File: config.mk
export PLATFORM = sky130hd
export DESIGN_NAME = wash_scheduler_flat
export DESIGN_NICKNAME = d
export VERILOG_FILES = /design/src/rtl/wash_pkg.sv /design/src/rtl/wash_scheduler_if.sv /design/src/rtl/wash_scheduler_rr_arbiter.sv /design/src/rtl/wash_scheduler.sv /design/src/flat_wrapper.sv
export SDC_FILE = /design/constraint.sdc
export NUM_CORES = 1
export LEC_CHECK = 0
export BUFFER_PORTS_ARGS = -buffer_cell sky130_fd_sc_hd__buf_2
export CELL_PAD_IN_SITES_DETAIL_PLACEMENT = 1
export CELL_PAD_IN_SITES_GLOBAL_PLACEMENT = 2
export CORE_ASPECT_RATIO = 0.8
export CORE_MARGIN = 2
export CORE_UTILIZATION = 28
export CTS_BUF_LIST = sky130_fd_sc_hd__clkbuf_8
export CTS_CLUSTER_DIAMETER = 120
export DETAILED_ROUTE_END_ITERATION = 8
export GPL_TIMING_DRIVEN = 0
export PLACE_DENSITY = 0.66
export SLEW_MARGIN = 20
export SYNTH_ARGS = -nofsm -noshare
export SYNTH_HDL_FRONTEND = slang
export SYNTH_SLANG_ARGS = --single-unit
File: constraint.sdc
create_clock -name clk -period 4.75 [get_ports clk]
set_input_delay 1.425 -clock clk [delete_from_list [all_inputs] [get_ports clk]]
set_output_delay 1.425 -clock clk [all_outputs]
set_load 0.03 [all_outputs]
File: src/rtl/wash_pkg.sv
// Shared types and defaults for the washer scheduler: FSM state encoding and parameter defaults.
package wash_pkg;

   localparam int STATE_W     = 3;
   localparam int DEF_NUM_REQ = 4;
   localparam int DEF_TIMEOUT = 64;
   localparam int DEF_CNT_W   = 8;

   typedef enum logic [STATE_W-1:0] {
      IDLE    = 3'd0,
      GRANT   = 3'd1,
      START   = 3'd2,
      RUN     = 3'd3,
      UNLOAD  = 3'd4,
      RELEASE = 3'd5
   } state_t;

endpackage

File: src/rtl/wash_scheduler_if.sv
// Requester and washer handshake bundle; master is the scheduler side, slave the requesters/washer.
interface wash_scheduler_if #(
   parameter int NUM_REQ = 4,
   parameter int CNT_W   = 8
);
   logic [NUM_REQ-1:0] req;
   logic [NUM_REQ-1:0] dbl_req;
   logic [NUM_REQ-1:0] grant;
   logic               busy;
   logic               wm_coin_insert;
   logic               wm_double_wash;
   logic               wm_lid;
   logic               wm_laundry_done;
   logic               wm_double_wash_done;
   logic               wm_lid_done;
   logic               timeout_err;
   logic [CNT_W-1:0]   served_cnt;

   modport master (
      input  req, dbl_req, wm_laundry_done, wm_double_wash_done, wm_lid_done,
      output grant, busy, wm_coin_insert, wm_double_wash, wm_lid, timeout_err, served_cnt
   );

   modport slave (
      output req, dbl_req, wm_laundry_done, wm_double_wash_done, wm_lid_done,
      input  grant, busy, wm_coin_insert, wm_double_wash, wm_lid, timeout_err, served_cnt
   );
endinterface

File: src/rtl/wash_scheduler_rr_arbiter.sv
// Combinational round-robin pick: first set req bit at or after ptr, wrapping; zero latency.
module rr_arbiter #(
   parameter int NUM_REQ = 4,
   parameter int IDX_W   = $clog2(NUM_REQ)
) (
   input  logic [NUM_REQ-1:0] req,
   input  logic [IDX_W-1:0]   ptr,
   output logic [NUM_REQ-1:0] sel,
   output logic [IDX_W-1:0]   idx,
   output logic               vld
);
   localparam logic [IDX_W:0] N_W = (IDX_W+1)'(NUM_REQ);

   logic [IDX_W:0] pos;

   always_comb begin
      sel = '0;
      idx = '0;
      vld = 1'b0;
      pos = '0;
      for (int i = 0; i < NUM_REQ; i++) begin
         // ptr + i never reaches 2*NUM_REQ, so one subtraction wraps it
         pos = {1'b0, ptr} + (IDX_W+1)'(i);
         if (pos >= N_W) begin
            pos = pos - N_W;
         end
         if (!vld && req[pos[IDX_W-1:0]]) begin
            vld                  = 1'b1;
            sel[pos[IDX_W-1:0]]  = 1'b1;
            idx                  = pos[IDX_W-1:0];
         end
      end
   end
endmodule

File: src/rtl/wash_scheduler.sv
// Round-robin share of one washer; grant 1 cycle after req, coin 2 cycles after; waits on done/lid pulses.
// WASH_STATS_EN enables the served-wash counter (otherwise served_cnt is tied to 0).
module wash_scheduler
   import wash_pkg::*;
#(
   parameter int NUM_REQ = DEF_NUM_REQ,
   parameter int TIMEOUT = DEF_TIMEOUT,
   parameter int CNT_W   = DEF_CNT_W
) (
   input logic              clk,
   input logic              rst,
   wash_scheduler_if.master bus
);
   localparam int IDX_W = $clog2(NUM_REQ);
   localparam int WD_W  = $clog2(TIMEOUT) + 1;
   localparam logic [WD_W-1:0]  WD_LAST = WD_W'(TIMEOUT - 1);
   localparam logic [IDX_W-1:0] IDX_TOP = IDX_W'(NUM_REQ - 1);

   state_t             state;
   logic [IDX_W-1:0]   ptr;
   logic [IDX_W-1:0]   sel_idx;
   logic               dbl_r;
   logic [WD_W-1:0]    wd;
   logic [NUM_REQ-1:0] grant_r;
   logic               busy_r;
   logic               coin_r;
   logic               dbl_o;
   logic               lid_r;
   logic               terr_r;

   logic [NUM_REQ-1:0] arb_sel;
   logic [IDX_W-1:0]   arb_idx;
   logic               arb_vld;
   logic [WD_W-1:0]    wd_inc;
   logic               done_hit;

   rr_arbiter #(.NUM_REQ(NUM_REQ), .IDX_W(IDX_W)) u_arb (
      .req (bus.req),
      .ptr (ptr),
      .sel (arb_sel),
      .idx (arb_idx),
      .vld (arb_vld)
   );

   assign wd_inc   = wd + 1'b1;
   // only the done pulse matching the latched wash mode counts
   assign done_hit = dbl_r ? bus.wm_double_wash_done : bus.wm_laundry_done;

   always_ff @(posedge clk or negedge rst) begin
      if (!rst) begin
         state   <= IDLE;
         ptr     <= '0;
         sel_idx <= '0;
         dbl_r   <= 1'b0;
         wd      <= '0;
         grant_r <= '0;
         busy_r  <= 1'b0;
         coin_r  <= 1'b0;
         dbl_o   <= 1'b0;
         lid_r   <= 1'b0;
         terr_r  <= 1'b0;
      end else begin
         case (state)
            IDLE: begin
               if (arb_vld) begin
                  state   <= GRANT;
                  grant_r <= arb_sel;
                  sel_idx <= arb_idx;
                  dbl_r   <= bus.dbl_req[arb_idx];
                  busy_r  <= 1'b1;
               end
            end
            GRANT: begin
               state  <= START;
               coin_r <= 1'b1;
               dbl_o  <= dbl_r;
            end
            START: begin
               state  <= RUN;
               coin_r <= 1'b0;
               wd     <= '0;
            end
            RUN: begin
               wd <= wd_inc;
               if (done_hit) begin
                  state <= UNLOAD;
                  dbl_o <= 1'b0;
                  lid_r <= 1'b1;
               end else if (wd_inc == WD_LAST) begin
                  state  <= UNLOAD;
                  dbl_o  <= 1'b0;
                  lid_r  <= 1'b1;
                  terr_r <= 1'b1;
               end
            end
            UNLOAD: begin
               if (bus.wm_lid_done) begin
                  state <= RELEASE;
                  lid_r <= 1'b0;
               end
            end
            RELEASE: begin
               state   <= IDLE;
               grant_r <= '0;
               busy_r  <= 1'b0;
               ptr     <= (sel_idx == IDX_TOP) ? '0 : sel_idx + 1'b1;
            end
            default: state <= IDLE;
         endcase
      end
   end

   assign bus.grant          = grant_r;
   assign bus.busy           = busy_r;
   assign bus.wm_coin_insert = coin_r;
   assign bus.wm_double_wash = dbl_o;
   assign bus.wm_lid         = lid_r;
   assign bus.timeout_err    = terr_r;

`ifdef WASH_STATS_EN
   logic [CNT_W-1:0] served_r;

   always_ff @(posedge clk or negedge rst) begin
      if (!rst) begin
         served_r <= '0;
      end else if (state == RUN && done_hit) begin
         served_r <= served_r + 1'b1;
      end
   end

   assign bus.served_cnt = served_r;
`else
   assign bus.served_cnt = {CNT_W{1'b0}};
`endif
endmodule

File: src/flat_wrapper.sv
// flat-port wrapper written by rule: the top's interface ports become plain ports
module wash_scheduler_flat import wash_pkg::*;
#(
   parameter int NUM_REQ = DEF_NUM_REQ,
   parameter int TIMEOUT = DEF_TIMEOUT,
   parameter int CNT_W   = DEF_CNT_W
)
  (clk, rst, bus_req, bus_dbl_req, bus_wm_laundry_done, bus_wm_double_wash_done, bus_wm_lid_done, bus_grant, bus_busy, bus_wm_coin_insert, bus_wm_double_wash, bus_wm_lid, bus_timeout_err, bus_served_cnt);
  wash_scheduler_if #(.NUM_REQ(NUM_REQ), .CNT_W(CNT_W)) bus_i ();
  input logic clk;
  input logic rst;
  input wire logic [$bits(bus_i.req)-1:0] bus_req;
  input wire logic [$bits(bus_i.dbl_req)-1:0] bus_dbl_req;
  input wire logic [$bits(bus_i.wm_laundry_done)-1:0] bus_wm_laundry_done;
  input wire logic [$bits(bus_i.wm_double_wash_done)-1:0] bus_wm_double_wash_done;
  input wire logic [$bits(bus_i.wm_lid_done)-1:0] bus_wm_lid_done;
  output wire logic [$bits(bus_i.grant)-1:0] bus_grant;
  output wire logic [$bits(bus_i.busy)-1:0] bus_busy;
  output wire logic [$bits(bus_i.wm_coin_insert)-1:0] bus_wm_coin_insert;
  output wire logic [$bits(bus_i.wm_double_wash)-1:0] bus_wm_double_wash;
  output wire logic [$bits(bus_i.wm_lid)-1:0] bus_wm_lid;
  output wire logic [$bits(bus_i.timeout_err)-1:0] bus_timeout_err;
  output wire logic [$bits(bus_i.served_cnt)-1:0] bus_served_cnt;
  assign bus_i.req = bus_req;
  assign bus_i.dbl_req = bus_dbl_req;
  assign bus_i.wm_laundry_done = bus_wm_laundry_done;
  assign bus_i.wm_double_wash_done = bus_wm_double_wash_done;
  assign bus_i.wm_lid_done = bus_wm_lid_done;
  assign bus_grant = bus_i.grant;
  assign bus_busy = bus_i.busy;
  assign bus_wm_coin_insert = bus_i.wm_coin_insert;
  assign bus_wm_double_wash = bus_i.wm_double_wash;
  assign bus_wm_lid = bus_i.wm_lid;
  assign bus_timeout_err = bus_i.timeout_err;
  assign bus_served_cnt = bus_i.served_cnt;
  wash_scheduler #(.NUM_REQ(NUM_REQ), .TIMEOUT(TIMEOUT), .CNT_W(CNT_W)) u_core (.clk(clk), .rst(rst), .bus(bus_i));
endmodule
==> results.toml <==
[power]
finalPower_w = 0.00137
powerDensity_nw_per_um2 = 649
p_leak_nw = 0.973
power.internal_w = 0.000722
p_sw_w = 0.000647
p_comb_frac = 0.629
pwr-share-seq = 0.264
p_clk_frac = 0.106
swShare = 0.473
ir_drop_uv = 179

[critical_path]
endpoint_kind = "flip-flop"
critPathLaunchType = "flip-flop"
worst_r2r_path_depth = 10
required_ns = 4.91
r2r_start = "u_core.ptr[0]"
reg2reg_to = "u_core.sel_idx[0]"
rrSetupSlack_ns = 1.56
critical_path_class = "flip-flop to flip-flop"
path_max_fanout = 10
critPathArrivalTime_ns = 3.35

[routing]
wl_um = 4510
first_pass_iters = 4
num_vias = 1524
wire_per_inst_um = 14.6
detail_route.iter0.violations = 80
via_per_inst = 4.93
drtAntennaViolNets = 0
drc_errors = 0

[synthesis]
synth_edf_count = 0
ys_types = 46
synth_top_area_frac = 0.330
ys_ff_latch = 24
ys_warn_count = 0
synth_area_sq_um = 1820
synth.avg_cell_area_sq_um = 9.43
synthTopCellsByArea = "dfrtp_1 33%, ha_1 7.6%, mux4_2 5.0%"
netlist_instances = 193
async_flop_share = 1.00
yosysTopAreaCell = "dfrtp_1"
ys_seq_area_frac = 0.330
synthFlopType = "dfrtp_1"

[final_layout]
fin_cells = 309
multi_input_area_sq_um = 1090
final_common_cell = "buf_2"
regArea_sq_um = 601
fin_nets = 250
mostFrequentLayoutCells = "25 x buf_2, 24 x dfrtp_1, 20 x nand2_1"
antenna_cells = 0
n_fill_cell = 766
area_growth_pct = 16.0
drive_gt1_frac = 0.213

[global_routing]
grt_use_total = 0.135
overflow = 0
grt_pass1_vias = 1501
antenna_found_initial = 0
grt_max_degree = 25
grt_pass1_wl_um = 7800

[timing]
setup_violations = 0
final.min_clock_period_ns = 3.19
fmaxAchievable_ghz = 0.313
grt_setup_unrepaired = "false"
slew_viol_final = 0
finalHoldViolCount = 0
relSlewSlack = 0.468
finClkSkew_ns = 0.00595
worstMarginPinSlew_ns = 0.787
tns_ns = 0
finalCritPeriodShare = 0.672

[min_path]
min_to = "u_core.bus.timeout_err"
min_path_cells = 1
min_path_type = "flip-flop to flip-flop"
min_from = "u_core.bus.timeout_err"

[place]
dp_cells = 305
place.port_buffers = 21
globalplace.congestion = 0.703
dp_hpwl_um = 3380

[floorplanning]
rows = 26
pin_count = 30
start_util = 0.287
die_area_sq_um = 7160
die_w_um = 94.1
chipHeight_um = 76.1
placeableCoreArea_sq_um = 6340

[clock_tree]
insertion_delay_ns = 0.27
cts_max_path_buffers = 2
cts.sinks = 24
clkTransAtPathRegs_ns = 0.09
post-cts-setup-buffers = 0
ctsResizeCount = 0
root_buffer = "clkbuf_8"
numCtsBuffers = 3
htreeDepth = 1
postCtsHoldBufs = 0
cts_tree = "yes"

[flow_run]
cap_violations = 0

[status]
outcome = "finished clean"
-- Yosys cell counts (all sizes together), types with 2 or more instances --
cell    count
a21oi       2
nand2b     14
a22oi       4
clkbuf      4
nand2      20
nand3       5
o22ai       2
a221o       5
buf        16
nor4        2
nor3        7
a21o        5
mux4        4
o21ai      11
nor2        8
a22o        4
nor2b       5
a211o       4
nand3b      2
dfrtp      24
o21a        3
ha         11
inv         6
mux2i       6
-- cell type report --
type | instances | area share
flip-flops and latches | 24 | 0.285
inverters | 6 | 0.0107
clock buffers | 4 | 0.0261
repair buffers | 21 | 0.0498
multi-input cells | 150 | 0.515
well taps | 84 | 0.0498
plain buffers | 20 | 0.0646
-- worst max-delay path, stage by stage, from the launching register on --
cell     delay, ns
dfrtp_1       0.49
buf_6         0.19
buf_2         0.24
inv_1         0.13
ha_1          0.38
mux4_2        0.65
nor4_1        0.50
nor4_1        0.14
buf_6         0.18
nor2_1        0.11
a31oi_1       0.05
-- cell families (layout without fill, tap and decap cells) --
family,Yosys count,count (layout),share of synthesized area
multiplexers,11,11,0.0887
XOR/XNOR,2,2,0.00963
adder cells (fa/ha/maj),11,11,0.0757
flip-flops,24,24,0.330
other,1,8,0.00206
AO/OA/AOI/OAI,51,51,0.214
buffers and inverters,26,51,0.0873
AND/OR/NAND/NOR,67,67,0.193
-- power by group through the flow --
stage | Sequential, W | Clock (W) | Combinational, W
final | 0.000362 | 0.000146 | 0.000861
after CTS | 0.000363 | 0.000152 | 0.000876
after global routing | 0.000378 | 0.000161 | 0.000957
after detailed placement | 0.000366 | 0 | 0.000875
after floorplan | 0.000412 | 0 | 0.000602
after global placement | 0.000364 | 0 | 0.000856
-- metal layers --
metal,up-vias,GRT usage,wire length (um)
met4,0,0.0174,25
met5,-,0,0
met3,5,0.0277,149
met2,25,0.196,1900
li1,750,-,-
met1,744,0.211,2440
-- state kept, by name, indices dropped and copies added (netlist names) --
name,count
u_core.bus.timeout_err,1
u_core.bus.wm_lid,1
u_core.bus.wm_double_wash,1
u_core.sel_idx,2
u_core.bus.wm_coin_insert,1
u_core.bus.busy,1
u_core.state,3
u_core.ptr,2
u_core.wd,7
u_core.bus.grant,4
u_core.dbl_r,1
-- through the flow --
stage	utilization	setup slack [ns]	hold slack [ns]	cell area, sq um
floorplan	-	1.78	0.462	1850
global placement	0.324	1.44	0.442	2060
detailed placement	0.324	1.40	0.442	2060
CTS	0.333	1.47	0.470	2110
global route	0.333	1.29	0.507	2110
finish	0.333	1.56	0.462	2110
-- worst max path at each step --
stage,startpoint,to,slack [ns],cells after the start
finish,u_core.ptr[0],u_core.sel_idx[0],1.56,10
global route,u_core.ptr[0],u_core.sel_idx[1],1.29,10
CTS,u_core.ptr[0],u_core.sel_idx[0],1.47,10
detailed placement,bus_req[3],u_core.sel_idx[0],1.40,8
global placement,bus_req[2],u_core.sel_idx[1],1.44,7
floorplan,bus_req[3],u_core.dbl_r,1.78,6
No activity file was read; power rests on OpenSTA's default activity.
